**config.mk**
```make
export PLATFORM = sky130hd
export DESIGN_NAME = pcpu_run_ctrl_flat
export DESIGN_NICKNAME = d
export VERILOG_FILES = /design/src/rtl/pcpu_run_ctrl_if.sv /design/src/rtl/pcpu_run_ctrl.sv /design/src/flat_wrapper.sv
export SDC_FILE = /design/constraint.sdc
export NUM_CORES = 1
export LEC_CHECK = 0
export ABC_AREA = 1
export BUFFER_PORTS_ARGS = -buffer_cell sky130_fd_sc_hd__buf_2
export CAP_MARGIN = 20
export CORE_UTILIZATION = 49
export DETAILED_ROUTE_END_ITERATION = 8
export PLACE_DENSITY_LB_ADDON = 0.12
export RECOVER_POWER = 50
export SYNTH_ARGS = -nofsm -noshare
export SYNTH_HDL_FRONTEND = slang
export SYNTH_SLANG_ARGS = --single-unit
```
**constraint.sdc**
```tcl
create_clock -name clock -period 1.4 [get_ports clock]
set_input_delay 0.28 -clock clock [delete_from_list [all_inputs] [get_ports clock]]
set_output_delay 0.28 -clock clock [all_outputs]
set_load 0.01 [all_outputs]
```
**src/rtl/pcpu_run_ctrl_if.sv**
```systemverilog
// Control bundle between the run controller and the pipelined-CPU top.
// master = the run controller; slave = the CPU/board side.
interface pcpu_run_ctrl_if;
    logic btn_start;
    logic pause;
    logic halt;
    logic clk_reset;
    logic cpu_reset;
    logic mem_reset;
    logic enable;
    logic start;
    logic ready;
    logic running;

    modport master (
        input  btn_start, pause, halt,
        output clk_reset, cpu_reset, mem_reset, enable, start, ready, running
    );

    modport slave (
        output btn_start, pause, halt,
        input  clk_reset, cpu_reset, mem_reset, enable, start, ready, running
    );
endinterface

```
**src/rtl/pcpu_run_ctrl.sv**
```systemverilog
// Run controller for the pipelined CPU: staged reset release, enable gating,
// debounced start button producing a fixed-width start pulse, halt -> idle.
module pcpu_run_ctrl #(
    parameter int unsigned GAP      = 25,
    parameter int unsigned HOLD     = 25,
    parameter int unsigned DEBOUNCE = 4
) (
    input  logic            clock,
    input  logic            reset,
    pcpu_run_ctrl_if.master bus
);
    localparam int unsigned MAX_T = (GAP > HOLD) ? GAP : HOLD;
    localparam int unsigned CW    = $clog2(MAX_T) + 1;
    localparam int unsigned DW    = $clog2(DEBOUNCE) + 1;

    typedef enum logic [2:0] {
        S_HOLD_ALL = 3'd0,
        S_REL_CLK  = 3'd1,
        S_REL_CPU  = 3'd2,
        S_REL_MEM  = 3'd3,
        S_IDLE     = 3'd4,
        S_PULSE    = 3'd5,
        S_RUN      = 3'd6
    } state_t;

    state_t          state;
    state_t          state_nxt;
    logic [CW-1:0]   cnt;
    logic [CW-1:0]   limit_c;
    logic            timeout_c;

    logic            sync1, sync2, db, db_d, press;
    logic [DW-1:0]   db_cnt;

    logic clk_reset_d, cpu_reset_d, mem_reset_d, enable_d, start_d, ready_d, running_d;
    logic clk_reset_q, cpu_reset_q, mem_reset_q, enable_q, start_q, ready_q, running_q;

    // Button: two-flop synchroniser, stability debouncer, one-cycle rising-edge event
    always_ff @(posedge clock) begin
        if (reset) begin
            sync1  <= 1'b0;
            sync2  <= 1'b0;
            db     <= 1'b0;
            db_d   <= 1'b0;
            press  <= 1'b0;
            db_cnt <= '0;
        end else begin
            sync1 <= bus.btn_start;
            sync2 <= sync1;
            db_d  <= db;
            press <= db & ~db_d;
            if (sync2 != db) begin
                if (db_cnt == DW'(DEBOUNCE - 1)) begin
                    db     <= sync2;
                    db_cnt <= '0;
                end else begin
                    db_cnt <= db_cnt + DW'(1);
                end
            end else begin
                db_cnt <= '0;
            end
        end
    end

    always_comb begin
        limit_c   = (state == S_PULSE) ? CW'(HOLD - 1) : CW'(GAP - 1);
        timeout_c = (cnt == limit_c);
    end

    // State register and phase counter (cleared on every state entry)
    always_ff @(posedge clock) begin
        if (reset) begin
            state <= S_HOLD_ALL;
            cnt   <= '0;
        end else begin
            state <= state_nxt;
            if ((state_nxt != state) || (state == S_IDLE) || (state == S_RUN))
                cnt <= '0;
            else
                cnt <= cnt + CW'(1);
        end
    end

    // Next-state logic; presses outside IDLE are simply dropped
    always_comb begin
        state_nxt = state;
        case (state)
            S_HOLD_ALL: if (timeout_c) state_nxt = S_REL_CLK;
            S_REL_CLK:  if (timeout_c) state_nxt = S_REL_CPU;
            S_REL_CPU:  if (timeout_c) state_nxt = S_REL_MEM;
            S_REL_MEM:  if (timeout_c) state_nxt = S_IDLE;
            S_IDLE:     if (press)     state_nxt = S_PULSE;
            S_PULSE:    if (timeout_c) state_nxt = S_RUN;
            S_RUN:      if (bus.halt)  state_nxt = S_IDLE;
            default:                   state_nxt = S_HOLD_ALL;
        endcase
    end

    // Output decode from the next state so the registered outputs track state
    always_comb begin
        clk_reset_d = (state_nxt == S_HOLD_ALL);
        cpu_reset_d = (state_nxt == S_HOLD_ALL) || (state_nxt == S_REL_CLK);
        mem_reset_d = (state_nxt == S_HOLD_ALL) || (state_nxt == S_REL_CLK) ||
                      (state_nxt == S_REL_CPU);
        enable_d    = ~bus.pause;
        start_d     = (state_nxt == S_PULSE);
        ready_d     = (state_nxt == S_IDLE);
        running_d   = (state_nxt == S_RUN);
    end

    always_ff @(posedge clock) begin
        if (reset) begin
            clk_reset_q <= 1'b1;
            cpu_reset_q <= 1'b1;
            mem_reset_q <= 1'b1;
            enable_q    <= 1'b0;
            start_q     <= 1'b0;
            ready_q     <= 1'b0;
            running_q   <= 1'b0;
        end else begin
            clk_reset_q <= clk_reset_d;
            cpu_reset_q <= cpu_reset_d;
            mem_reset_q <= mem_reset_d;
            enable_q    <= enable_d;
            start_q     <= start_d;
            ready_q     <= ready_d;
            running_q   <= running_d;
        end
    end

    assign bus.clk_reset = clk_reset_q;
    assign bus.cpu_reset = cpu_reset_q;
    assign bus.mem_reset = mem_reset_q;
    assign bus.enable    = enable_q;
    assign bus.start     = start_q;
    assign bus.ready     = ready_q;
    assign bus.running   = running_q;
endmodule

```
**src/flat_wrapper.sv**
```systemverilog
// flat-port wrapper written by rule: the top's interface ports become plain ports
module pcpu_run_ctrl_flat 
#(
    parameter int unsigned GAP      = 25,
    parameter int unsigned HOLD     = 25,
    parameter int unsigned DEBOUNCE = 4
)
  (clock, reset, bus_btn_start, bus_pause, bus_halt, bus_clk_reset, bus_cpu_reset, bus_mem_reset, bus_enable, bus_start, bus_ready, bus_running);
  pcpu_run_ctrl_if bus_i ();
  input  logic clock;
  input  logic reset;
  input wire logic [$bits(bus_i.btn_start)-1:0] bus_btn_start;
  input wire logic [$bits(bus_i.pause)-1:0] bus_pause;
  input wire logic [$bits(bus_i.halt)-1:0] bus_halt;
  output wire logic [$bits(bus_i.clk_reset)-1:0] bus_clk_reset;
  output wire logic [$bits(bus_i.cpu_reset)-1:0] bus_cpu_reset;
  output wire logic [$bits(bus_i.mem_reset)-1:0] bus_mem_reset;
  output wire logic [$bits(bus_i.enable)-1:0] bus_enable;
  output wire logic [$bits(bus_i.start)-1:0] bus_start;
  output wire logic [$bits(bus_i.ready)-1:0] bus_ready;
  output wire logic [$bits(bus_i.running)-1:0] bus_running;
  assign bus_i.btn_start = bus_btn_start;
  assign bus_i.pause = bus_pause;
  assign bus_i.halt = bus_halt;
  assign bus_clk_reset = bus_i.clk_reset;
  assign bus_cpu_reset = bus_i.cpu_reset;
  assign bus_mem_reset = bus_i.mem_reset;
  assign bus_enable = bus_i.enable;
  assign bus_start = bus_i.start;
  assign bus_ready = bus_i.ready;
  assign bus_running = bus_i.running;
  pcpu_run_ctrl #(.GAP(GAP), .HOLD(HOLD), .DEBOUNCE(DEBOUNCE)) u_core (.clock(clock), .reset(reset), .bus(bus_i));
endmodule
```
======== Word level (Yosys, flattened, before mapping) ========
Index checks and enable logic that the tools add are counted.
word-level totals
  bits in registers ....................... 24
  input bits .............................. 5
  output and inout port bits .............. 7
  logic and storage cells ................. 53
cells by class
  add/subtract/negate cells ............... 2
  equal/unequal tests ..................... 15
  mux-type cells .......................... 8
  bitwise gates (word level) .............. 4
  reduce and logical (&&, ||, !) cells .... 9
operators with widths
  cell                                                                    number
  3-bit 2-to-1 mux                                                        7
  3-bit one-hot mux with 7 select lines                                   1
  3-bit equality test (second input constant)                             6
  3-bit by 2-bit equality test with 1-bit output (second input constant)  4
  6-bit by 1-bit adder with 6-bit output (second input constant)          1
  3-bit by 1-bit equality test with 1-bit output (second input constant)  2
  6-bit by 5-bit equality test with 1-bit output (second input constant)  1
  3-bit zero test                                                         2
  1-bit logical OR                                                        4
  3-bit by 1-bit adder with 3-bit output (second input constant)          1
  3-bit != test                                                           1
  1-bit NOT                                                               3
  3-bit OR reduction                                                      1
  2-bit AND reduction                                                     1
  2-bit OR reduction                                                      1
  1-bit AND                                                               1
  1-bit != test                                                           1

======== Logic depth before layout (Yosys ltp) ========
Gate-level depths: netlist of run 1.
  depth in word-level cells ............... 7
  depth in mapped cells ................... 12
  gate-level depth less buffers ........... 12

======== Worst setup path after synthesis of run 1 ========
OpenSTA, ideal clock, no wires.
  path type ............................... flip-flop to flip-flop
  start ................................... register u_core.cnt[0]
  end ..................................... register u_core.mem_reset_q, in the netlist u_core.bus.mem_reset
  library setup time ...................... 0.121 ns
  arrival ................................. 1.210 ns
  data required time ...................... 1.279 ns
  path slack .............................. 0.069 ns
  stages on the path, launching flop included .. 13
  buffers on the path ..................... 0
  clock period less this slack ............ 1.331 ns
  cells stage by stage .................... dfxtp_1 -> inv_1 -> ha_1 -> nand2_1 -> inv_1 -> nand3_2 -> nand3_1 -> nand2_1 -> clkinv_1 -> nand2_2 -> inv_1 -> nand2_1 -> nand3_1
on the way
  longest elaborated chain between the ends .. 6
  elaborated cells on any way between the ends .. 12
  classes of those cells .................. 3 x eq/ne; 6 x mux; 3 x reduce/logical
ends and longest elaborated chain
  element                                                                            line                  source
  start, declared                                                                    pcpu_run_ctrl.sv:28   logic [CW-1:0] cnt;
  start signal, assigned                                                             pcpu_run_ctrl.sv:80   cnt <= cnt + CW'(1);
  6-bit by 5-bit equality test with 1-bit output (*)                                 pcpu_run_ctrl.sv:67   timeout_c = (cnt == limit_c);
  3-bit 2-to-1 mux (on tied branches)                                                -
  3-bit one-hot mux with 7 select lines (*)                                          pcpu_run_ctrl.sv:87   case (state)
  3-bit by 1-bit equality test with 1-bit output or 3-bit zero test (tied branches)  pcpu_run_ctrl.sv:103  mem_reset_d = (state_nxt == S_HOLD_ALL) || (state_nxt == S_REL_CLK) ||
  1-bit logical OR                                                                   pcpu_run_ctrl.sv:103
  1-bit logical OR (*)                                                               pcpu_run_ctrl.sv:103
  end signal, assigned                                                               pcpu_run_ctrl.sv:123  mem_reset_q <= mem_reset_d;
  end, declared                                                                      pcpu_run_ctrl.sv:36   logic clk_reset_q, cpu_reset_q, mem_reset_q, enable_q, start_q, ready_q, running_q;
Every way passes the cells marked *; elsewhere a longest branch is shown, timed or not.
A chain may end at the register's enable or synchronous reset.

======== Final worst setup path of run 1 ========
  start ................................... register u_core.cnt[1]
  end ..................................... register u_core.ready_q, in the netlist u_core.bus.ready
on the way
  longest elaborated chain between the ends .. 4
  elaborated cells on any way between the ends .. 8
  classes of those cells .................. 2 x eq/ne; 6 x mux
ends and longest elaborated chain
  element                                             line                  source
  6-bit by 5-bit equality test with 1-bit output (*)  pcpu_run_ctrl.sv:67
  3-bit 2-to-1 mux (on tied branches)                 -
  3-bit one-hot mux with 7 select lines (*)           pcpu_run_ctrl.sv:87
  3-bit equality test (*)                             pcpu_run_ctrl.sv:107  ready_d = (state_nxt == S_IDLE);
  end signal, assigned                                pcpu_run_ctrl.sv:126  ready_q <= ready_d;
  end, declared                                       pcpu_run_ctrl.sv:36
Marks and branches as above.

==> results of run 1 <==
[critical path: cells and delay by family, from the launching register on]
family / cells / cell delay, ps
buf+inv: 2 / 140
fa+ha+maj: 1 / 150
flops: 1 / 350
simple gates: 7 / 750
[layer usage]
layer | global-route usage (%) | vias to the layer above | part of all wire [%]
met4 | 8.57 | 0 | 2.0
met2 | 27.5 | 8 | 49
met1 | 23.6 | 372 | 47
met3 | 2.31 | 4 | 1.4
li1 | - | 414 | -
met5 | 0 | - | 0
[stage by stage]
step,instance area [sq um],TNS [ps]
floorplan,1000,0
global placement,1100,-23.0
detailed placement,1100,-282
CTS,1170,-7.00
global route,1210,-1150
finish,1210,-54.0
[what timing repair did]
item                                    4_1_cts  5_1_grt
hold endpoints to repair                      0        0
cloned                                        0        0
resized for setup                             7       15
endpoints found under the setup margin       10       14
pin swaps                                     5       13
[cells in the final DEF, fill, tap and decap left out]
master / n
nand4_1: 1
nand3_2: 2
clkbuf_4: 3
ha_1: 3
nor2_2: 5
nand3_1: 7
clkinv_2: 1
nor2_4: 2
o211ai_1: 1
a21oi_1: 3
buf_2: 6
nor3_4: 1
nor3_1: 1
nand3_4: 2
dfxtp_1: 21
nor2_1: 16
o21ai_0: 1
xnor2_1: 1
inv_1: 16
inv_2: 5
dfxtp_2: 3
ha_4: 1
clkbuf_1: 5
nand2_2: 8
nand2_1: 19
nor3_2: 1
xor2_1: 3
buf_4: 2
bufinv_16: 1
and3_1: 1
[where the power goes]
group	internal [mW]	total [mW]	switching, mW
Combinational	0.0288	0.0658	0.0370
Clock	0.289	0.494	0.205
Sequential	0.697	0.706	0.00918
[worst max path at each step]
stage                                 endpoint  slack (ps)
6_report           u_core.bus.ready$_SDFF_PP0_         -40
4_1_cts            u_core.bus.ready$_SDFF_PP0_          -7
3_5_place_dp          u_core.cnt[5]$_SDFF_PP0_         -40
2_1_floorplan  u_core.bus.mem_reset$_SDFF_PP1_          70
3_3_place_gp          u_core.cnt[2]$_SDFF_PP0_          -8
5_1_grt            u_core.bus.ready$_SDFF_PP0_        -140
[area by class of cell]
cell class / instances / share of cell area, %
Clock buffer: 3 / 1.86
Clock inverter: 1 / 2.48
Inverter: 22 / 6.93
Multi-Input combinational cell: 79 / 40.8
Sequential cell: 24 / 40.0
Tap cell: 25 / 2.59
Timing Repair Buffer: 13 / 5.27
[logic make-up after synthesis]
family,after synthesis
AOI/OAI and AO/OA,5
xor gates and xnor gates,4
adders and majority gates,4
buffers and inverters,23
DFF,24
and+or+nand+nor,66
==> reports/results.txt, run 1 <==
Outcome: finished with violations
Failing checks: negative setup slack
Largest regs: u_core.cnt x6, u_core.db_cnt x3, u_core.state x3
Total clock sinks: 24
Filler cells: 170
Leakage power: 0.506 nW
Simple-Gate Fraction of Synth Area: 32.1%
Min-delay src: bus_pause
GRT Util Overall: 17.5%
Final net count: 152
Worst-path clk slew: 140 ps
Routed wire length: 1790 um
Skew final: 7.39 ps
ANT cells: 0
WS Path Type: reg -> reg
Setup-failing EPs final: 5
Reg with most FFs: u_core.cnt
Die area: 2230 sq um
Largest net degree at the start of global routing: 15
Final HPWL DP: 1230 um
EDFF count, synth: 0
Core Rows: 15
Post-Syn Nets: 135
Initial core utilization: 55.0%
CP max FO: 5
Reg area: 484 sq um
Final GP Congestion: 0.948
Least-Margin Pin Slew: 386 ps
Pwr Density: 1050 nW/um^2
Multi-input logic area: 494 sq um
Clk_lat worst skew: 310 ps
Syn Inst Count: 126
Top post-synthesis cells by area: dfxtp_1 (48%), nand2_1 (7.9%), nor2_1 (7.9%), inv_1 (7.5%), ha_1 (5.0%)
Largest area contributor in the netlist: dfxtp_1
Fraction of registers with async set/reset: 0%
WP data required: 1650 ps
Commonest cells post-synth: dfxtp_1 (24), nand2_1 (21), nor2_1 (21)
DRC violations left: 0
Min cycle time layout: 1440 ps
Critical path arrival: 1690 ps
I/O pins: 12
VDD IR max: 0.763 mV
Die Height: 47.2 um
Total gr overflow: 0
Number of global-route vias before repair: 666
Synth Flop Type: dfxtp_1
Startpoint Class: register
CP endpoint kind: register
Post-CTS setup buffer count: 0
R2R Path Start: u_core.cnt[1]$_SDFF_PP0_
Die X-Extent: 47.2 um
Yosys warns: 0
Syn_area_per_cell: 7.94 sq um
Final core utilization: 66.5%
Most frequent cell on the critical path: nand2_2
Max clock buf depth: 2
Most common cell in the netlist: dfxtp_1
Fin. Hold Viols: 0
Critical path origin: u_core.cnt[1]$_SDFF_PP0_
Max Fclk: 694 MHz
Max_slew headroom: 74.3%
Hold WS: 96.4 ps
Core ar.: 1820 sq um
Min-Delay Path Class: in -> reg
Synth Area in Adders: 5.00%
Synthesis-to-layout area growth: 20.9%
Post-synthesis mux area share: 0%
Buffers on Ports: 11
First-pass GRT wire length: 2680 um
Average vias per placed instance: 4.78
Fin cells: 167
DR WL/cell: 10.7 um
Pre-antenna DRT Iters: 4
RR Endpoint: u_core.bus.ready$_SDFF_PP0_
Final Cycle Share: 103%
Reg2Reg Depth: 10
Setup WS pre-CTS: -41.9 ps
Xor and xnor fraction of the mapped netlist area: 3.50%
Hold-fix buffers, CTS: 0
Share of cells above drive strength 1: 30.3%
Main combinational cell family by area after synthesis: simple AND/OR/NAND/NOR gates
Initial drt markers: 11
Slew Limit Fails: 0
Routed Antenna Nets: 0
Slowest stage cell, crit path: dfxtp_2
Root buffer cell: clkbuf_4
Worst setup margin: -40.2 ps
Hold Path Depth: 2
CTS tree: yes
Number of H-tree levels: 1
Max-cap viol count: 0
Top cell type's share of synthesized area: 48.0%
R2r setup slk: -40 ps
Worst hold endpoint: u_core.bus.enable$_SDFF_PP0_
Total CTS buffers: 3
Overall power: 1.27 mW
Initial antenna violation count: 0
RSZ-0062 raised after global routing: true
Critical path's largest stage delay: 350 ps
Yosys cell types: 22
Fraction of the mapped netlist area in compound gates: 2.75%
Worst-path cell chain: inv_2, ha_4, nand2_2, inv_2, nand3_4, nand2_2, nand2_2, nor3_4, nand2_2, nor2_2
Via count: 798
Yosys reg bits: 24
Max reg flops: 6
Dpl cells: 163
Post-Synthesis Cell Area: 1000 sq um
Post-synthesis sequential area ratio: 48.0%
Power figures use the tool's default switching activity.
==> run 2: changes to the inputs <==
--- a/config.mk
+++ b/config.mk
@@ -8,7 +8,9 @@
 export ABC_AREA = 1
 export BUFFER_PORTS_ARGS = -buffer_cell sky130_fd_sc_hd__buf_2
 export CAP_MARGIN = 20
-export CORE_UTILIZATION = 49
+export CELL_PAD_IN_SITES_DETAIL_PLACEMENT = 1
+export CELL_PAD_IN_SITES_GLOBAL_PLACEMENT = 2
+export CORE_UTILIZATION = 29
 export DETAILED_ROUTE_END_ITERATION = 8
 export PLACE_DENSITY_LB_ADDON = 0.12
 export RECOVER_POWER = 50
==> constraint.sdc (replaced) <==
create_clock -name clock -period 1.25 [get_ports clock]
set_input_delay 0.25 -clock clock [delete_from_list [all_inputs] [get_ports clock]]
set_output_delay 0.25 -clock clock [all_outputs]
set_load 0.01 [all_outputs]
==> reports/results.txt, run 2 (synthesis gave the netlist of run 1 again) <==
Max_slew headroom: 78.2% (+4.0 points)
Max-cap viol count: 0 (unchanged)
Leakage power: 0.585 nW (+16%)
Total CTS buffers: 3 (unchanged)
Psw: 0.276 mW (+10%)
Critical path's largest stage delay: 350 ps (about the same)
WP data required: 1500 ps (-150 ps)
Core ar.: 3150 sq um (+73%)
Final Cycle Share: 112% (+8.7 points)
Final core utilization: 43.6% (-23 points)
Total gr overflow: 0 (unchanged)
Min cycle time layout: 1400 ps (-45.0 ps)
Die X-Extent: 60.8 um (+29%)
Setup-failing EPs final: 14 (+9)
Final GP Congestion: 0.870 (-8.3%)
Initial antenna violation count: 0 (unchanged)
CTS tree: yes
CP max FO: 6 (+1)
ANT cells: 0 (unchanged)
GRT Util Overall: 14.6% (-2.9 points)
Average vias per placed instance: 4.27 (-11%)
Share of cells above drive strength 1: 38.9% (+8.6 points)
Routed wire length: 2160 um (+20%)
DRC violations left: 0 (unchanged)
Failing checks: negative setup slack
Pwr Density: 929 nW/um^2 (-11%)
Largest regs: u_core.cnt x6, u_core.db_cnt x3, u_core.state x3
Skew final: 3.69 ps (-3.70 ps)
Buffers on Ports: 11 (unchanged)
First-pass GRT wire length: 3910 um (+45%)
RSZ-0062 raised after global routing: true
Min-Delay Path Class: in -> reg
Via count: 858 (+7.5%)
Largest net degree at the start of global routing: 14 (-1)
Max reg flops: 6 (unchanged)
Routed Antenna Nets: 0 (unchanged)
Reg2Reg Depth: 10 (unchanged)
Post-route cell area: 1380 sq um (+14%)
Worst-path clk slew: 130 ps (about the same)
Dpl cells: 196 (+20%)
Largest delay share family, worst path: simple AND/OR/NAND/NOR gates
Number of H-tree levels: 1 (unchanged)
Final HPWL DP: 1700 um (+39%)
Die area: 3690 sq um (+66%)
Least-Margin Pin Slew: 327 ps (-59.5 ps)
I/O pins: 12 (unchanged)
Clk_lat worst skew: 310 ps (about the same)
Most common cell after layout, fill and taps aside: dfxtp_1
Commonest cells after routing, fill and taps aside: dfxtp_1 (21), nand2_1 (19), buf_4 (16)
Slowest stage cell, crit path: dfxtp_2
DR WL/cell: 10.8 um (about the same)
Clock share of power: 31.3% (-7.7 points)
Hold WS: 77.4 ps (-18.9 ps)
Reg area: 484 sq um (unchanged)
Worst setup margin: -145 ps (-105 ps)
Initial core utilization: 31.7% (-23 points)
CP endpoint kind: register
Gate power share: 6.8% (+1.6 points)
Placement Cell Area: 1260 sq um (+14%)
Max clock buf depth: 2 (unchanged)
Fin Setup TNS: -1500 ps (-1450 ps)
Outcome: finished with violations
VDD IR max: 0.425 mV (-44%)
Internal: 1.00 mW (-1.4%)
Multi-input logic area: 533 sq um (+7.8%)
Final net count: 167 (+9.9%)
WS Path Type: reg -> reg
Root buffer cell: clkbuf_4
Synthesis-to-layout area growth: 37.4%
Bufs and invs on worst path: 1 (-1)
Filler cells: 397 (+130%)
Worst-path cell chain: inv_2, ha_4, nand3_2, nor2_4, nand2_2, nand3_4, nand2_8, nand2_4, nand3_4, nor2_4
Core Rows: 20 (+5)
Initial drt markers: 12 (+1)
Critical path arrival: 1650 ps (-40 ps)
Max Fclk: 717 MHz (+3.2%)
Fin. Hold Viols: 0 (unchanged)
Die Height: 60.8 um (+29%)
Hold Path Depth: 2 (unchanged)
Number of global-route vias before repair: 906 (+36%)
Reg power frac: 61.8% (+6.0 points)
Slew Limit Fails: 0 (unchanged)
Pre-antenna DRT Iters: 3 (-1)
Worst path depth: 10 (unchanged)
Reg with most FFs: u_core.cnt
Fin cells: 201 (+20%)
Startpoint Class: register
Switching share of power: 21.6% (+1.8 points)
Total clock sinks: 24 (unchanged)
-- run 2: cell types whose count changed in the layout (fill, tap and decap cells not counted), sizes merged --
cell | before | now
buf | 8 | 23
clkbuf | 8 | 9
bufinv | 1 | 0
-- run 2: per-layer routing --
layer | part of all wire (%) | global-route usage, %
met5 | 0 | 0
met4 | 0.46 | 5.84
met3 | 2.0 | 1.92
met2 | 53 | 26.7
met1 | 44 | 17.1
-- run 2: final timing paths --
| path | from | endpoint | slack, ps |
|---|---|---|---|
| worst max-delay path | u_core.cnt[0]$_SDFF_PP0_ | u_core.cnt[0]$_SDFF_PP0_ | -150 |
| worst min-delay path | bus_pause | u_core.bus.enable$_SDFF_PP0_ | 80 |
| worst max register to register | u_core.cnt[0]$_SDFF_PP0_ | u_core.cnt[0]$_SDFF_PP0_ | -150 |
| worst min register to register | u_core.db_cnt[0]$_SDFF_PP0_ | u_core.db_cnt[0]$_SDFF_PP0_ | 400 |
-- run 2: repair_timing --
item / 4_1_cts / 5_1_grt
endpoints found under the hold margin: 0 / 0
setup endpoints to repair: 14 / 15
gates resized for setup: 12 / 10
pin swaps: 6 / 6
hold buffers: 0 / 0
buffers inserted: 1 / 0
-- run 2: metrics by stage --
step	worst slack [ps]	total power, mW
4_1_cts	-140	1.31
6_report	-145	1.28
3_5_place_dp	-163	0.885
3_3_place_gp	-111	0.880
2_1_floorplan	-14.4	0.853
5_1_grt	-245	1.35
-- run 2: layout make-up --
type | count | area share [%]
multi-input combinational | 79 | 38.8
sequential | 24 | 35.2
timing repair buffer | 28 | 12.6
inverter | 22 | 6.73
tap | 44 | 4.00
clock buffer | 4 | 2.64
-- run 2: power by group through the flow --
stage	registers (mW)	logic (mW)	clock network, mW
3_3_place_gp	0.806	0.0739	0
2_1_floorplan	0.808	0.0450	0
3_5_place_dp	0.808	0.0775	0
4_1_cts	0.791	0.0854	0.430
5_1_grt	0.792	0.0992	0.459
6_report	0.790	0.0873	0.400
-- run 2: worst register-to-register path: cells and delay by family, from the launching register on --
kind / cells / cell delay (ps)
fa+ha+maj: 1 / 140
buf+inv: 1 / 70
flops: 1 / 350
simple gates: 8 / 800
